## config.mk

```make
export PLATFORM = sky130hd
export DESIGN_NAME = pipe_stage_skid
export DESIGN_NICKNAME = d
export VERILOG_FILES = /design/src/rtl/pipe_stage_skid.sv
export SDC_FILE = /design/constraint.sdc
export NUM_CORES = 1
export LEC_CHECK = 0
export ABC_AREA = 1
export CELL_PAD_IN_SITES_DETAIL_PLACEMENT = 2
export CELL_PAD_IN_SITES_GLOBAL_PLACEMENT = 2
export CORE_MARGIN = 2
export CORE_UTILIZATION = 25
export CTS_CLUSTER_DIAMETER = 50
export DETAILED_ROUTE_END_ITERATION = 7
export PLACE_DENSITY_LB_ADDON = 0.1
export RECOVER_POWER = 50
export SETUP_SLACK_MARGIN = 0.15
export SYNTH_ARGS = -nofsm -noshare
export SYNTH_HDL_FRONTEND = slang
export SYNTH_SLANG_ARGS = --single-unit
```

## constraint.sdc

```tcl
create_clock -name clk -period 1.9 [get_ports clk]
set_input_delay 0.285 -clock clk [delete_from_list [all_inputs] [get_ports clk]]
set_output_delay 0.285 -clock clk [all_outputs]
set_load 0.02 [all_outputs]
```

## src/rtl/pipe_stage_skid.sv

```systemverilog
// Pipeline stage register with valid/ready handshake and a two-entry skid buffer (M drives outputs, S absorbs back-pressure).
// Optional perf counters are built when PIPE_STAGE_PERF_EN is defined; otherwise stall_cnt/bubble_cnt are tied to 0.
module pipe_stage_skid #(
    parameter int unsigned DATA_W = 32,
    parameter int unsigned EXC_W  = 5
) (
    input  logic              clk,
    input  logic              rst_n,
    input  logic              in_valid,
    output logic              in_ready,
    input  logic [DATA_W-1:0] in_data,
    input  logic [EXC_W-1:0]  in_exc,
    input  logic              in_bd,
    output logic              out_valid,
    input  logic              out_ready,
    output logic [DATA_W-1:0] out_data,
    output logic [EXC_W-1:0]  out_exc,
    output logic              out_bd,
    input  logic              flush,
    output logic [1:0]        occ,
    output logic [31:0]       stall_cnt,
    output logic [31:0]       bubble_cnt
);

    typedef enum logic [1:0] {
        EMPTY = 2'd0,
        ONE   = 2'd1,
        FULL  = 2'd2
    } state_t;

    state_t             state_q, state_d;
    logic [DATA_W-1:0]  m_data_q, m_data_d, s_data_q, s_data_d;
    logic [EXC_W-1:0]   m_exc_q, m_exc_d, s_exc_q, s_exc_d;
    logic               m_bd_q, m_bd_d, s_bd_q, s_bd_d;
    logic               accept, rel;

    always_ff @(posedge clk or negedge rst_n) begin
        if (!rst_n) begin
            state_q  <= EMPTY;
            m_data_q <= '0;
            m_exc_q  <= '0;
            m_bd_q   <= 1'b0;
            s_data_q <= '0;
            s_exc_q  <= '0;
            s_bd_q   <= 1'b0;
        end else begin
            state_q  <= state_d;
            m_data_q <= m_data_d;
            m_exc_q  <= m_exc_d;
            m_bd_q   <= m_bd_d;
            s_data_q <= s_data_d;
            s_exc_q  <= s_exc_d;
            s_bd_q   <= s_bd_d;
        end
    end

    // in_ready depends on the state register only, never on out_ready.
    assign in_ready  = (state_q != FULL);
    assign out_valid = (state_q != EMPTY);
    assign accept    = in_valid && in_ready;
    assign rel       = out_valid && out_ready;

    always_comb begin
        state_d  = state_q;
        m_data_d = m_data_q;
        m_exc_d  = m_exc_q;
        m_bd_d   = m_bd_q;
        s_data_d = s_data_q;
        s_exc_d  = s_exc_q;
        s_bd_d   = s_bd_q;
        if (flush) begin
            state_d  = EMPTY;
            m_data_d = '0;
            m_exc_d  = '0;
            m_bd_d   = 1'b0;
            s_data_d = '0;
            s_exc_d  = '0;
            s_bd_d   = 1'b0;
        end else begin
            case (state_q)
                EMPTY: begin
                    if (accept) begin
                        m_data_d = in_data;
                        m_exc_d  = in_exc;
                        m_bd_d   = in_bd;
                        state_d  = ONE;
                    end
                end
                ONE: begin
                    if (accept && rel) begin
                        m_data_d = in_data;
                        m_exc_d  = in_exc;
                        m_bd_d   = in_bd;
                    end else if (accept) begin
                        s_data_d = in_data;
                        s_exc_d  = in_exc;
                        s_bd_d   = in_bd;
                        state_d  = FULL;
                    end else if (rel) begin
                        state_d  = EMPTY;
                    end
                end
                FULL: begin
                    if (rel) begin
                        m_data_d = s_data_q;
                        m_exc_d  = s_exc_q;
                        m_bd_d   = s_bd_q;
                        s_data_d = '0;
                        s_exc_d  = '0;
                        s_bd_d   = 1'b0;
                        state_d  = ONE;
                    end
                end
                default: state_d = EMPTY;
            endcase
        end
    end

    assign out_data = out_valid ? m_data_q : '0;
    assign out_exc  = out_valid ? m_exc_q  : '0;
    assign out_bd   = out_valid & m_bd_q;
    assign occ      = state_q;

`ifdef PIPE_STAGE_PERF_EN
    logic [31:0] stall_q, bubble_q;

    // Saturating; flush deliberately does not touch these.
    always_ff @(posedge clk or negedge rst_n) begin
        if (!rst_n) begin
            stall_q  <= '0;
            bubble_q <= '0;
        end else begin
            if (out_valid && !out_ready && (stall_q != '1))
                stall_q <= stall_q + 32'd1;
            if (!out_valid && (bubble_q != '1))
                bubble_q <= bubble_q + 32'd1;
        end
    end

    assign stall_cnt  = stall_q;
    assign bubble_cnt = bubble_q;
`else
    assign stall_cnt  = '0;
    assign bubble_cnt = '0;
`endif

endmodule

```

; Word level (Yosys, flattened, before mapping)
; Index checks and enable logic that the tools add are counted.
[word_totals]
word_cells = 63
register_bits = 78
out_inout_bits = 106
in_bits = 43
[op_classes]
muxes = 36
reduce_logical = 10
bitwise_logic = 1
eq_ne = 9
[ops]
columns = op, count
row1 = $mux 32, 8
row2 = $pmux 32 s3, 1
row3 = $pmux 32 s2, 1
row4 = $mux 5, 8
row5 = $ne 3x3->1 const B, 5
row6 = $pmux 5 s3, 1
row7 = $mux 2, 6
row8 = $reduce_and 4->1, 3
row9 = $pmux 5 s2, 1
row10 = $mux 1, 7
row11 = $pmux 2 s3, 1
row12 = $ne 4x4->1 const B, 1
row13 = $reduce_bool 4->1, 1
row14 = $logic_and 1x1->1, 3
row15 = $pmux 1 s3, 1
row16 = $reduce_bool 3->1, 1
row17 = $eq 2x1->1 const B, 1
row18 = $eq 2x2->1 const B, 1
row19 = $logic_not 2->1, 1
row20 = $ne 2x2->1 const B, 1
row21 = $pmux 1 s2, 1
row22 = $reduce_bool 2->1, 1
row23 = $and 1x1->1, 1

; Depth between registers and ports, before layout
[depth]
ltp_word = 7
depth_mapped = 13
depth_no_buf = 10

; Worst setup path before layout
; OpenSTA, ideal clock, no wires.
[synth_timing]
path_type = register to output
start = reg state_q[0] (netlist: occ[0])
end = out out_data[15]
path_stages_with_launch = 6
path_buffers = 2
slack_ns = 0.035
required_ns = 1.615
t_arrival_ns = 1.580
path_cell_list = dfrtp_1 inv_1 ha_1 clkbuf_1 clkbuf_1 nor2_1
[synth_via]
elab_chain_cells = 2
[synth_rtl]
columns = item, line
row1 = start: declaration, 31  ; state_t state_q, state_d;
row2 = start signal: assignment, 47  ; state_q <= state_d;
row3 = $reduce_bool 2->1, 59  ; assign out_valid = (state_q != EMPTY);
row4 = $mux 32, 119  ; assign out_data = out_valid ? m_data_q : '0;
row5 = end: declaration, 16  ; output logic [DATA_W-1:0] out_data,
; Every way passes these cells.

; Final worst setup path
[layout_timing]
start = reg state_q[1] (netlist: occ[1])
end = reg s_data_q[9]
[layout_via]
elab_chain_cells = 5
[layout_rtl]
columns = item, line
row1 = $ne 2x2->1 or $reduce_bool 2->1 (tied branches), "58, 59"
row2 = "$logic_and 1x1->1, on equally long branches", "60, 61"
row3 = $logic_and 1x1->1, 90  ; if (accept && rel) begin
row4 = $ne 3x3->1 (no line), n/a
row5 = $reduce_and 4->1 (no line), n/a
row6 = end signal: assignment, 51  ; s_data_q <= s_data_d;
row7 = end: declaration, 32  ; logic [DATA_W-1:0] m_data_q, m_data_d, s_data_q, s_data_d;
; Several ways; a longest one is shown, not always the timed one.
; A chain may end at the register's enable or synchronous reset.

==> summary.md <==
| Metric | Value |
|---|---|
| Result of the run | `finished clean` |
| Maximum fanout along the worst path | `8` |
| Worst setup skew after layout | `4.862 ps` |
| PnR Total Power | `0.007670 W` |
| Utilization after layout | `35.57%` |
| Top area cells in the synthesized netlist | `sky130_fd_sc_hd__dfrtp_1 (40%), sky130_fd_sc_hd__nand2_1 (19%), sky130_fd_sc_hd__buf_4 (11%)` |
| Beginning of the worst hold path | `s_bd_q` |
| GRT Total Usage | `17.86%` |
| Setup slack on the worst flop-to-flop path | `70 ps` |
| Combinational power share | `48.1%` |
| Kind of start point of the critical path | `flip-flop` |
| Layout cells sized above 1 | `23.99%` |
| Synth Instances | `694` |
| Antenna violations before repair | `0` |
| Ratio of total power to cell area | `1119 nW/um^2` |
| Sequential fraction of the synthesis area | `40.15%` |
| Via count of the routed design | `4,690` |
| Chip height | `143.4 um` |
| Final hold violation count | `0` |
| First DRT Iteration DRCs | `141` |
| Final-layout worst hold slack | `475.2 ps` |
| Most frequent cell after synthesis | `sky130_fd_sc_hd__nand2_1` |
| Placed wire-length estimate after detailed placement | `11.35 mm` |
| Cell Chain, Critical Path | `inv_4, ha_4, buf_12, inv_8, nand2_8, buf_4, nand3_4, nand3_4, clkbuf_16, nand2_1, nand2_1` |
| CTS tree | `done` |
| Remaining antenna violation count after routing | `0` |
| Worst hold path class | `flip-flop to flip-flop` |
| Worst Path Class, Setup | `flip-flop to flip-flop` |
| Via density per instance | `4.420` |
| Standard cell core area | `19,270 sq um` |
| Share of async-settable or async-resettable flops after synthesis | `100.0%` |
| Commonest cells in the netlist | `sky130_fd_sc_hd__nand2_1 (240), sky130_fd_sc_hd__nand3_1 (83), sky130_fd_sc_hd__nor2_1 (80)` |
| Largest net degree at the start of global routing | `54` |
| Bufs and invs on worst path | `5` |
| Final setup vio count | `0` |
| Synth cell types | `22` |
| Standard-cell row count | `51` |
| Launch point of the worst reg-to-reg path | `occ[1]` |
| Layout filler cell count | `2,234` |
| H-tree levels | `3` |
| Slowest cell on the critical path | `sky130_fd_sc_hd__dfrtp_2` |
| TNS Setup | `0 ps` |
| Clock root buffer master | `sky130_fd_sc_hd__clkbuf_16` |
| Measured slew at the worst slew-check pin | `738.4 ps` |
| Diode insertion count for antenna repair | `0` |
| RSZ-0062 raised after global routing | `yes` |
| Initial Utilization | `25.22%` |
| Worst-case headroom to the max-slew limit | `50.77%` |
| Switching power | `0.003070 W` |
| CP max stage delay | `410 ps` |
| Share of total power in sequential cells | `29.7%` |
| Part of the cycle the worst path needs | `96.28%` |
| Number of buffers created by CTS | `9` |
| Top flip-flop cell by instance count after synthesis | `sky130_fd_sc_hd__dfrtp_1` |
| Overall die area | `20,580 sq um` |
| I/O pin total | `149` |
| Final max-slew violation count | `0` |
| Share of power burned in the clock network | `22.2%` |
| Post-synthesis instance area | `4861 sq um` |
| Worst skew pair latency | `350 ps` |
| Flip-flop and latch count after synthesis | `78` |
| Destination of the worst register-to-register timing path | `s_data_q[9]` |
| Maximum clock frequency | `546.7 MHz` |
| Drt drc | `0` |
| Post-synth EDFFs | `0` |
| Routed wire length | `18.28 mm` |
| Synthesis-to-finish area growth | `41.03%` |
| First drt pass iteration count | `4` |
| Clock Tree Buf Depth | `2` |
| Number of cells traversed by the worst hold path | `2` |
| Worst reg-to-reg path cell count | `11` |
| End point of the worst hold path | `s_bd_q` |
| Vias in the first global route | `5,129` |
| Period minus WS final | `1829 ps` |
| I/O Buffers | `84` |
| Average cell area after synthesis | `7.004 sq um` |
| Library cell with the largest summed area after synthesis | `sky130_fd_sc_hd__dfrtp_1` |
| Cell leakage power | `3.466 nW` |
| Max Cap Violations | `0` |
| First-pass GRT wire length | `28.26 mm` |
| Total of warnings raised by yosys | `0` |
| Number of clock sinks | `78` |
| Wirelength per Cell | `17.23 um` |
| Switching power share of the total | `40.03%` |
| Sum of overflow across all layers after global routing | `0` |
| Top Family by Delay on Critical Path | `buffers and inverters` |
| Required time reported for the critical path endpoint | `2130 ps` |
| Net count, final | `840` |
| Worst IR Drop VDD | `0.0005659 V` |
| Yosys top cell area share | `40.15%` |
| Worst setup EP type | `flip-flop` |
| Clock slew at reported path FFs | `60 ps` |
| Final estimated routing congestion in global placement | `0.7254` |
| Chip Width | `143.4 um` |
| Int Pwr | `0.004600 W` |
| Arrival time worst endpoint | `2060 ps` |
layout make-up:
| class | instances | area [sq um] | share of cell area [%] |
|---|---|---|---|
| clock inverter | 5 | 52.55 | 0.7666 |
| multi-input combinational | 519 | 2629 | 38.35 |
| tap | 265 | 331.6 | 4.837 |
| sequential | 78 | 1954 | 28.51 |
| clock buffer | 9 | 225.2 | 3.285 |
| inverter | 46 | 192.7 | 2.811 |
| timing repair buffer | 139 | 1470 | 21.45 |
worst min-delay path: stages (launching register included):
cell and delay (ps):
sky130_fd_sc_hd__dfrtp_1 340, sky130_fd_sc_hd__nand2_1 60, sky130_fd_sc_hd__nand2_1 50
metal layers:
layer	track usage, %	vias up	wire length [um]
met4	5.676	0	265
met2	31.38	99	9224
met3	2.399	16	646
met5	0	-	0
met1	22.65	2335	8143
li1	-	2240	-
metrics by stage:
step | setup slack, ps | instances | cell area [sq um]
floorplan | 162.7 | 757 | 5167
global placement | 88.39 | 1021 | 5923
detailed placement | -16.40 | 1021 | 5923
CTS | 21.29 | 1049 | 6447
global route | 5.564 | 1061 | 6855
finish | 70.73 | 1061 | 6855
cell families (layout without fill, tap and decap cells):
| group | Yosys count | in the layout | synth area share (%) |
|---|---|---|---|
| DFF | 78 | 78 | 40.15 |
| buffers and inverters | 160 | 199 | 19.28 |
| adders and majority gates | 4 | 4 | 1.030 |
| AOI/OAI and AO/OA | 2 | 2 | 0.2057 |
| other | 1 | 64 | 0.07715 |
| and+or+nand+nor | 449 | 449 | 39.25 |
power by group through the flow:
stage | Sequential, W | Combinational [W] | Clock (W)
2_1_floorplan | 0.00223 | 0.00176 | 0
3_3_place_gp | 0.00227 | 0.00271 | 0
3_5_place_dp | 0.00229 | 0.00278 | 0
4_1_cts | 0.00227 | 0.00336 | 0.00176
5_1_grt | 0.00233 | 0.00402 | 0.00183
6_report | 0.00227 | 0.00369 | 0.00171
registers in the layout (all words and copies together), names as in the netlist:
signal	count
m_data_q	32
s_data_q	32
m_exc_q	5
s_exc_q	5
occ	2
m_bd_q	1
s_bd_q	1
worst max-delay path by stage:
stage,start,cells after the start,to
finish,occ[1],11,s_data_q[9]
global route,occ[1],12,m_data_q[26]
CTS,occ[1],5,out_data[11]
detailed placement,occ[1],12,m_data_q[7]
global placement,occ[1],5,out_data[14]
floorplan,occ[0],12,m_data_q[14]
cell usage in the layout (no fill, tap or decap), drive strengths merged:
| cell type | synthesis | final |
|---|---|---|
| or2 | 2 | 2 |
| ha | 4 | 4 |
| dfrtp | 78 | 78 |
| bufinv | 0 | 1 |
| nand3 | 84 | 84 |
| clkdlybuf4s50 | 0 | 40 |
| inv | 46 | 46 |
| dlygate4sd3 | 0 | 1 |
| dlygate4sd2 | 0 | 2 |
| bufbuf | 0 | 1 |
| clkinv | 0 | 3 |
| buf | 98 | 75 |
| clkinvlp | 0 | 1 |
| nand4 | 40 | 40 |
| clkbuf | 16 | 29 |
| o21ai | 1 | 1 |
| nand2 | 242 | 242 |
| a21oi | 1 | 1 |
| conb | 1 | 64 |
| nor2 | 81 | 81 |
timing repair:
item,CTS,global route
setup endpoints to repair,120,103
hold buffers,1,0
resized for setup,205,82
endpoints found under the hold margin,25,0
buffers inserted,7,9
cloned,6,3
pin swaps,4,27
Power figures use the tool's default switching activity.
==> RTL edit, RTL diff (config.mk and constraints unchanged) <==
The parameter `EXC_W` goes from 5 to 6.
--- a/src/rtl/pipe_stage_skid.sv
+++ b/src/rtl/pipe_stage_skid.sv
@@ -2,7 +2,7 @@
 // Optional perf counters are built when PIPE_STAGE_PERF_EN is defined; otherwise stall_cnt/bubble_cnt are tied to 0.
 module pipe_stage_skid #(
     parameter int unsigned DATA_W = 32,
-    parameter int unsigned EXC_W  = 5
+    parameter int unsigned EXC_W  = 6
 ) (
     input  logic              clk,
     input  logic              rst_n,
Ports: changed (resized in_exc and out_exc); port bits go from 149 to 151. The function was not compared with the original's and may differ.
==> RTL edit against the unedited design <==
Core utilization rose by 6.1 points; worst setup slack got worse by 0.14 ns; cell area up 18%; via count is 8.9% higher; routed wire length grew 22%; total power increased by 21%; area after synthesis is 2.2% higher; the flow now finishes with violations (negative setup slack); sequential cell count increased by 2; die area grew 2.1%.
==> RTL edit: results (changes against the unedited design) <==
Run status
  • Status: finished with violations
  • Failing checks: negative setup slack

Synthesis
  • Top cells by area, synth: dfrtp_1 40%, nand2_1 19%, buf_4 10%, nand3_1 8.5%, nor2_1 6.2%
  • Compound-Gate Fraction of Synth Area: 0.202% (-0.0044 points)
  • Cell count after synthesis: 709 (+2.2%)
  • Synth unique cells: 21 (-4.5%)
  • Mean post-synth cell area: 7.00 sq um (about the same)
  • Top post-synthesis cells by count: 246 x nand2_1, 84 x nand3_1, 82 x nor2_1, 80 x dfrtp_1, 67 x buf_4
  • Post-synthesis sequential area ratio: 40.3% (+0.16 points)
  • Adder-cell area share of the yosys netlist: 1.01% (-0.022 points)
  • Flops & latches, synth: 80 (+2.6%)

Timing
  • Final Setup Violations: 86 (+86)
  • Slew headroom: 51.9% (+1.1 points)
  • Fin worst setup slack: -0.0713 ns (-0.142 ns)
  • Hold slack: 0.450 ns (-0.0254 ns)
  • Setup_tns: -2.26 ns (-2.26 ns)
  • Clock skew: 0.0125 ns (+0.00766 ns)

Placed design
  • Setup WS pre-CTS: -0.0476 ns (-0.0311 ns)
  • Gpl congestion: 0.779 (+7.4%)
  • Number of I/O port buffers: 86 (+2.4%)
  • Dpl cells: 1038 (+1.7%)
  • Post-DP Area: 0.00608 sq mm (+2.7%)
  • Dpl hpwl: 11.7 mm (+3.2%)

Critical path
  • Worst path arrival time: 2.25 ns (+0.19 ns)
  • R2R cell count: 11 (unchanged)
  • Worst Setup EP: s_data_q[17]$_DFFE_PN0P_
  • CP max stage cell: dfrtp_2

Cells and area
  • Fraction of area in multi-input gates: 39.0% (+0.70 points)
  • Data buffer area share: 26.1% (+4.7 points)
  • ClkCell Share: 3.55% (-0.51 points)
  • Plain + repair buffers: 168 (+21%)
  • Inverters: 47 (+2.2%)
  • Number of fill cells: 2161 (-3.3%)
  • CLK BUF: 11 (+2)
  • Final Net Count: 884 (+5.2%)
  • Comb_multi_in: 530 (+2.1%)
  • Final core occ: 41.7% (+6.1 points)
  • Seq area share: 24.7% (-3.8 points)
  • Non-filler cells, final: 1105 (+4.1%)

Route
  • Via count: 5107 (+8.9%)
  • DR iter-0 viols: 178 (+26%)
  • Routed len/inst: 20.1 microns (+17%)

Global route
  • Met3 Use GR: 2.58% (+0.18 points)
  • All-Layer GR Usage: 17.9% (+0.020 points)
  • Wire length of the first global-routing pass: 29.8 mm (+5.6%)
  • M1 GR Usage: 22.4% (-0.25 points)
  • Grt met2 use: 31.8% (+0.41 points)
  • Largest net degree at the start of global routing: 45 (-17%)
  • Vias in the first global route: 5337 (+4.1%)

Worst hold path
  • Hold Crit Start: flush
  • WHS Endpoint: m_data_q[16]$_DFFE_PN0P_
  • Hold Path Stages: 4 (+2)
  • Class of the worst hold path: in -> reg

Power and ir drop
  • Max VDD drop: 0.529 mV (-6.5%)
  • Pleak: 4.05 nW (+17%)
  • Sequential Power Share: 26.0% (-3.7 points)
  • Clock group: 1.77 mW (+4%)
  • Sw Pwr: 3.85 mW (+25%)
  • Tot Pwr: 9.25 mW (+21%)
[RTL edit: cell types whose count changed after synthesis, sizes merged]
cell and delta:
nor2 +2, nand2 +6, nand3 +2, dfrtp +2, clkbuf +5, inv +1
nand4 +1, buf -4
[RTL edit: repair_timing]
item | 4_1_cts | 5_1_grt
cloned | 3 | 18
buffers inserted | 9 | 21
gates resized for setup | 278 | 208
hold buffers | 1 | 0
setup endpoints to repair | 122 | 123
pin swaps | 12 | 68
endpoints found under the hold margin | 24 | 0
[RTL edit: cell families (layout without fill, tap and decap cells)]
family / Yosys count / after routing
adder cells (fa/ha/maj): 4 / 4
AND/OR/NAND/NOR: 460 / 460
other: 1 / 64
flip-flops: 80 / 80
buffers and inverters: 162 / 230
AO/OA/AOI/OAI: 2 / 2
[RTL edit: per-layer routing]
layer / routed length [microns] / part of all wire [%] / vias up
met5: 0 / 0 / -
met4: 574 / 2.6 / 0
met3: 739 / 3.3 / 29
met2: 11400 / 51 / 122
met1: 9510 / 43 / 2608
li1: - / - / 2348
